### src/rtl/sixty_four_bit_serial_subtractor.sv
// sixty_four_bit_serial_subtractor
//
// Purpose:
//   Computes Diff = A - B - Bin (mod 2^64) and the borrow-out.
//   The subtraction runs serially, one SLICE_W-bit slice per clock.
//   Starting from the least significant slice, each slice's borrow
//   feeds the next slice. Diff and Borrow are registered and change
//   together only when the last slice completes, or on reset.
//
// Parameters:
//   SLICE_W : slice width per cycle; must be 8, 16 or 32.
//             NSLICE = 64/SLICE_W is the number of processing cycles.
//
// Ports:
//   clk    : in   1  rising-edge clock
//   rst    : in   1  synchronous active-high reset
//   start  : in   1  begin a subtraction; accepted in IDLE or DONE
//   A      : in  64  unsigned minuend, latched on an accepted start
//   B      : in  64  unsigned subtrahend, latched on an accepted start
//   Bin    : in   1  borrow-in, latched on an accepted start
//   Diff   : out 64  registered difference
//   Borrow : out  1  registered borrow-out (A < B + Bin)
//   busy   : out  1  high while slices are being processed
//   done   : out  1  one-cycle completion pulse

module sixty_four_bit_serial_subtractor #(
  parameter int SLICE_W = 16
) (
  input  logic        clk,
  input  logic        rst,
  input  logic        start,
  input  logic [63:0] A,
  input  logic [63:0] B,
  input  logic        Bin,
  output logic [63:0] Diff,
  output logic        Borrow,
  output logic        busy,
  output logic        done
);

  localparam int NSLICE = 64 / SLICE_W;
  localparam int IDX_W  = (NSLICE > 1) ? $clog2(NSLICE) : 1;
  localparam int ACC_W  = 64 - SLICE_W;
  localparam logic [IDX_W-1:0] LAST_IDX = IDX_W'(NSLICE - 1);

  typedef enum logic [1:0] {
    IDLE,
    RUN,
    DONE
  } state_t;

  state_t state;
  state_t state_next;

  logic [63:0]      a_sh;
  logic [63:0]      b_sh;
  logic             borrow_chain;
  logic [IDX_W-1:0] slice_idx;
  logic [ACC_W-1:0] acc;
  logic [SLICE_W:0] slice_res;
  logic [63:0]      full_res;
  logic             accept;
  logic             last_slice;

  assign accept     = start && ((state == IDLE) || (state == DONE));
  assign last_slice = (slice_idx == LAST_IDX);

  // Unsigned (SLICE_W+1)-bit slice difference.
  // The operands are at most 2^SLICE_W - 1 apart, so the MSB is set
  // exactly when the slice underflows. That MSB is the slice borrow.
  assign slice_res = {1'b0, a_sh[SLICE_W-1:0]}
                   - {1'b0, b_sh[SLICE_W-1:0]}
                   - {{SLICE_W{1'b0}}, borrow_chain};

  // Completed slices sit in acc, oldest at the bottom.
  // Putting the current slice on top gives the full word after the
  // last slice, and the shifted accumulator for intermediate slices.
  assign full_res = {slice_res[SLICE_W-1:0], acc};

  always_ff @(posedge clk) begin
    if (rst) begin
      state <= IDLE;
    end else begin
      state <= state_next;
    end
  end

  always_comb begin
    state_next = state;
    unique case (state)
      IDLE: if (start) state_next = RUN;
      RUN:  if (last_slice) state_next = DONE;
      DONE: state_next = start ? RUN : IDLE;
      default: state_next = IDLE;
    endcase
  end

  always_comb begin
    busy = (state == RUN);
    done = (state == DONE);
  end

  // Operands shift right one slice per RUN edge, so the active slice
  // is always in the low bits. Diff and Borrow load only on the last
  // slice, so partial results never appear on the outputs.
  always_ff @(posedge clk) begin
    if (rst) begin
      a_sh         <= '0;
      b_sh         <= '0;
      borrow_chain <= 1'b0;
      slice_idx    <= '0;
      acc          <= '0;
      Diff         <= '0;
      Borrow       <= 1'b0;
    end else if (accept) begin
      a_sh         <= A;
      b_sh         <= B;
      borrow_chain <= Bin;
      slice_idx    <= '0;
    end else if (state == RUN) begin
      a_sh         <= a_sh >> SLICE_W;
      b_sh         <= b_sh >> SLICE_W;
      borrow_chain <= slice_res[SLICE_W];
      acc          <= full_res[63:SLICE_W];
      if (last_slice) begin
        Diff   <= full_res;
        Borrow <= slice_res[SLICE_W];
      end else begin
        slice_idx <= slice_idx + IDX_W'(1);
      end
    end
  end

endmodule

### config.mk
export PLATFORM = sky130hd
export DESIGN_NAME = sixty_four_bit_serial_subtractor
export DESIGN_NICKNAME = d
export VERILOG_FILES = /design/src/rtl/sixty_four_bit_serial_subtractor.sv
export SDC_FILE = /design/constraint.sdc
export NUM_CORES = 1
export LEC_CHECK = 0
export CAP_MARGIN = 20
export CORE_MARGIN = 3
export CORE_UTILIZATION = 30
export DETAILED_ROUTE_END_ITERATION = 7
export MAX_ROUTING_LAYER = met4
export SLEW_MARGIN = 20
export SYNTH_ARGS = -nofsm -noshare
export SYNTH_HDL_FRONTEND = slang
export SYNTH_SLANG_ARGS = --single-unit
### constraint.sdc
create_clock -name clk -period 7.7 [get_ports clk]
set_clock_uncertainty 0.1 [all_clocks]
set_input_delay 1.54 -clock clk [delete_from_list [all_inputs] [get_ports clk]]
set_output_delay 1.54 -clock clk [all_outputs]
set_load 0.02 [all_outputs]
==> impl_metrics.ini <==
[timing]
worst_pin_slew_ns = 1.07
fin_crit_sh_pct = 55.8
holdWs_ns = 0.352
finalHoldViolations = 0
period_needed_ns = 4.30
setup-violations-final = 0
finalSetupTns_ns = 0
max_freq_mhz = 233
maxSlewHeadroom_pct = 28.4
rsz0062_at_grt = no
finalMaxSlewViolations = 0

[cts]
cts_resized = 0
cts_root_buffer = clkbuf_16
postCtsSetupRepairBufs = 0
htree_levels = 1
clock-sinks = 246
clock_path_buffers = 3
clk_pin_slew_worst_paths_ns = 0.06
cts_made_buffers = 26
clk_latency_ns = 0.51
hold_buffers = 0
cts_tree = yes

[logic_synthesis]
synthCells = 1204
synth-main-ff-cell = dfxtp_1
syn_avg_cell_area_um2 = 8.25
synth_area_leaders = dfxtp_1, nand2_1, a21oi_1, a22oi_1, ha_1
async_reset_ff_share_pct = 0
syn_nets = 1369
ys_seq_area_share_pct = 49.6
synth_edf_count = 0
ys_ff_latch = 246
syn-cell-area_um2 = 9940
synth_area_leader_cell = dfxtp_1
synth_top_area_share_pct = 49.6
yosys.cell_types.count = 53
yosysWarnings = 0

[power_and_ir_drop]
combPwrFrac_pct = 15.9
powerDensity_nw_per_um2 = 244
cell_internal_pwr_mw = 2.37
irDropWorstVdd_mv = 0.139
switchingPower_uw = 841
seqPwrFrac_pct = 43.0
p_leak_nw = 4.68
pwr-share-clk_pct = 41.1
p_sw_share_pct = 26.2

[cells_and_area]
drive_gt1_share_pct = 5.06
area_delta_synth_final_pct = 32.3
nets = 1509
final_cell_mix = nand2_1, dfxtp_1, a21oi_1, clkdlybuf4s50_1, a22oi_1
diodes = 0
layout.cells.most_common = nand2_1

[die]
die_width_um = 188
die-area_um2 = 35300
io_pins = 199
start_util_pct = 30.5
die_h_um = 188
std_cell_rows = 66
core_um2 = 32600

[global_route]
grt_pass1_wl_mm = 43.2
antenna_found_initial = 0
grt_max_degree = 153
grt_pass1_vias = 8230
grt_usage_pct = 15.1
grt_overflow_total = 0

[routing]
wl_met2_mm = 12.8
drcViolationCount = 0
first_iter_violations = 709
wl_met1_mm = 12.4
routed.top_layer = met4
vias_per_cell = 4.83
drt_wl_total_mm = 27.8
vias = 8727
final_antenna_net_count = 0
firstDrtPassIters = 5
wl_per_cell_um = 15.4
wl_met3_mm = 2.23

[setup_path]
cp_slowest_cell = clkdlybuf4s50_1
path_cells = nand2b_4 > inv_4 > clkdlybuf4s50_1
crit_type = reg -> out
cpPeakStageDelay_ns = 0.72
setup.worst_path.end_class = output port
critPathBufInv = 2
r2r_start = state[0]$_SDFFE_PP0P_
cp.required_ns = 6.06
path_max_fanout = 50
cp.arrival_ns = 2.66
crit_path_start = state[0]$_SDFFE_PP0P_
startpoint_type = flop
path_delay_family = buffers and inverters

[min_path]
hp-class = reg -> reg
hold_start = Diff[10]$_SDFFE_PP0P_

[flow_run]
cap_violations = 0

[placement]
place.gp.congestion = 0.797
port_buffers = 198
dp_hpwl_mm = 18.9

[run_status]
run_status = finished clean
per-layer routing:
layer  vias up  global-route usage, %
met2       250                   24.0
met3        32                   4.24
li1       4424                      -
met4         0                   2.40
met1      4021                   19.7
met5         -                      -
area by class of cell:
type	instances	area (um2)
Fill cell	3337	19500
Clock inverter	5	83.8
Inverter	49	186
Timing Repair Buffer	205	2060
Clock buffer	43	846
Tap cell	442	553
Sequential cell	246	4920
Multi-Input combinational cell	816	4500
cells by family after synthesis:
| group | count (synthesis) | synth area share, % |
|---|---|---|
| buffers and inverters | 142 | 5.45 |
| multiplexers | 1 | 0.101 |
| adder cells (fa/ha/maj) | 33 | 4.31 |
| AND/OR/NAND/NOR | 387 | 15.6 |
| flip-flops | 246 | 49.6 |
| AO/OA/AOI/OAI | 383 | 23.9 |
| XOR/XNOR | 12 | 1.06 |
Yosys cell counts, types with 3 or more instances:
cell,n
nand2_1,290
nand4_1,3
buf_2,7
ha_1,31
a21oi_1,203
nor2b_1,3
a211oi_1,7
nand3_1,8
nor3_1,3
a22o_1,4
o21ai_0,14
clkbuf_1,73
a22oi_1,130
buf_1,13
and2_1,3
inv_1,49
xnor2_1,10
nor2_1,61
a31oi_1,4
dfxtp_1,246
or4_1,4
through the flow:
stage	setup WS, ns	util, %	power (mW)	cell area [um2]	std cells
final	3.40	40.3	3.21	13100	1806
after global routing	3.21	40.3	3.35	13100	1806
after CTS	2.94	40.2	3.24	13100	1805
after detailed placement	3.28	37.3	1.92	12200	1757
after global placement	3.29	37.3	1.91	12200	1757
after floorplan	4.80	-	1.73	9940	1204
final timing paths:
kind	to	slack [ns]	cells after the start
worst max-delay path	busy	3.40	3
worst min register to register	Diff[10]$_SDFFE_PP0P_	0.35	2
worst max register to register	b_sh[0]$_SDFFE_PP0P_	4.23	6
worst min-delay path	Diff[10]$_SDFFE_PP0P_	0.35	2
registers in the layout (all words and copies together) (netlist names):
name,count
acc,48
a_sh,64
state,2
borrow_chain,1
Diff,64
b_sh,64
slice_idx,2
Borrow,1
tightest hold or removal path, cell delays in order (launching register included):
cell	delay (ns)
dfxtp_1	0.31
nand2_1	0.05
a21oi_1	0.05
power by group through the flow:
stage | Clock (mW) | Sequential [mW] | Combinational (mW)
2_1_floorplan | 0 | 1.39 | 0.341
3_3_place_gp | 0 | 1.41 | 0.500
3_5_place_dp | 0 | 1.41 | 0.507
4_1_cts | 1.35 | 1.38 | 0.509
5_1_grt | 1.39 | 1.39 | 0.569
6_report | 1.32 | 1.38 | 0.510
(Power assumes the default switching activity.)
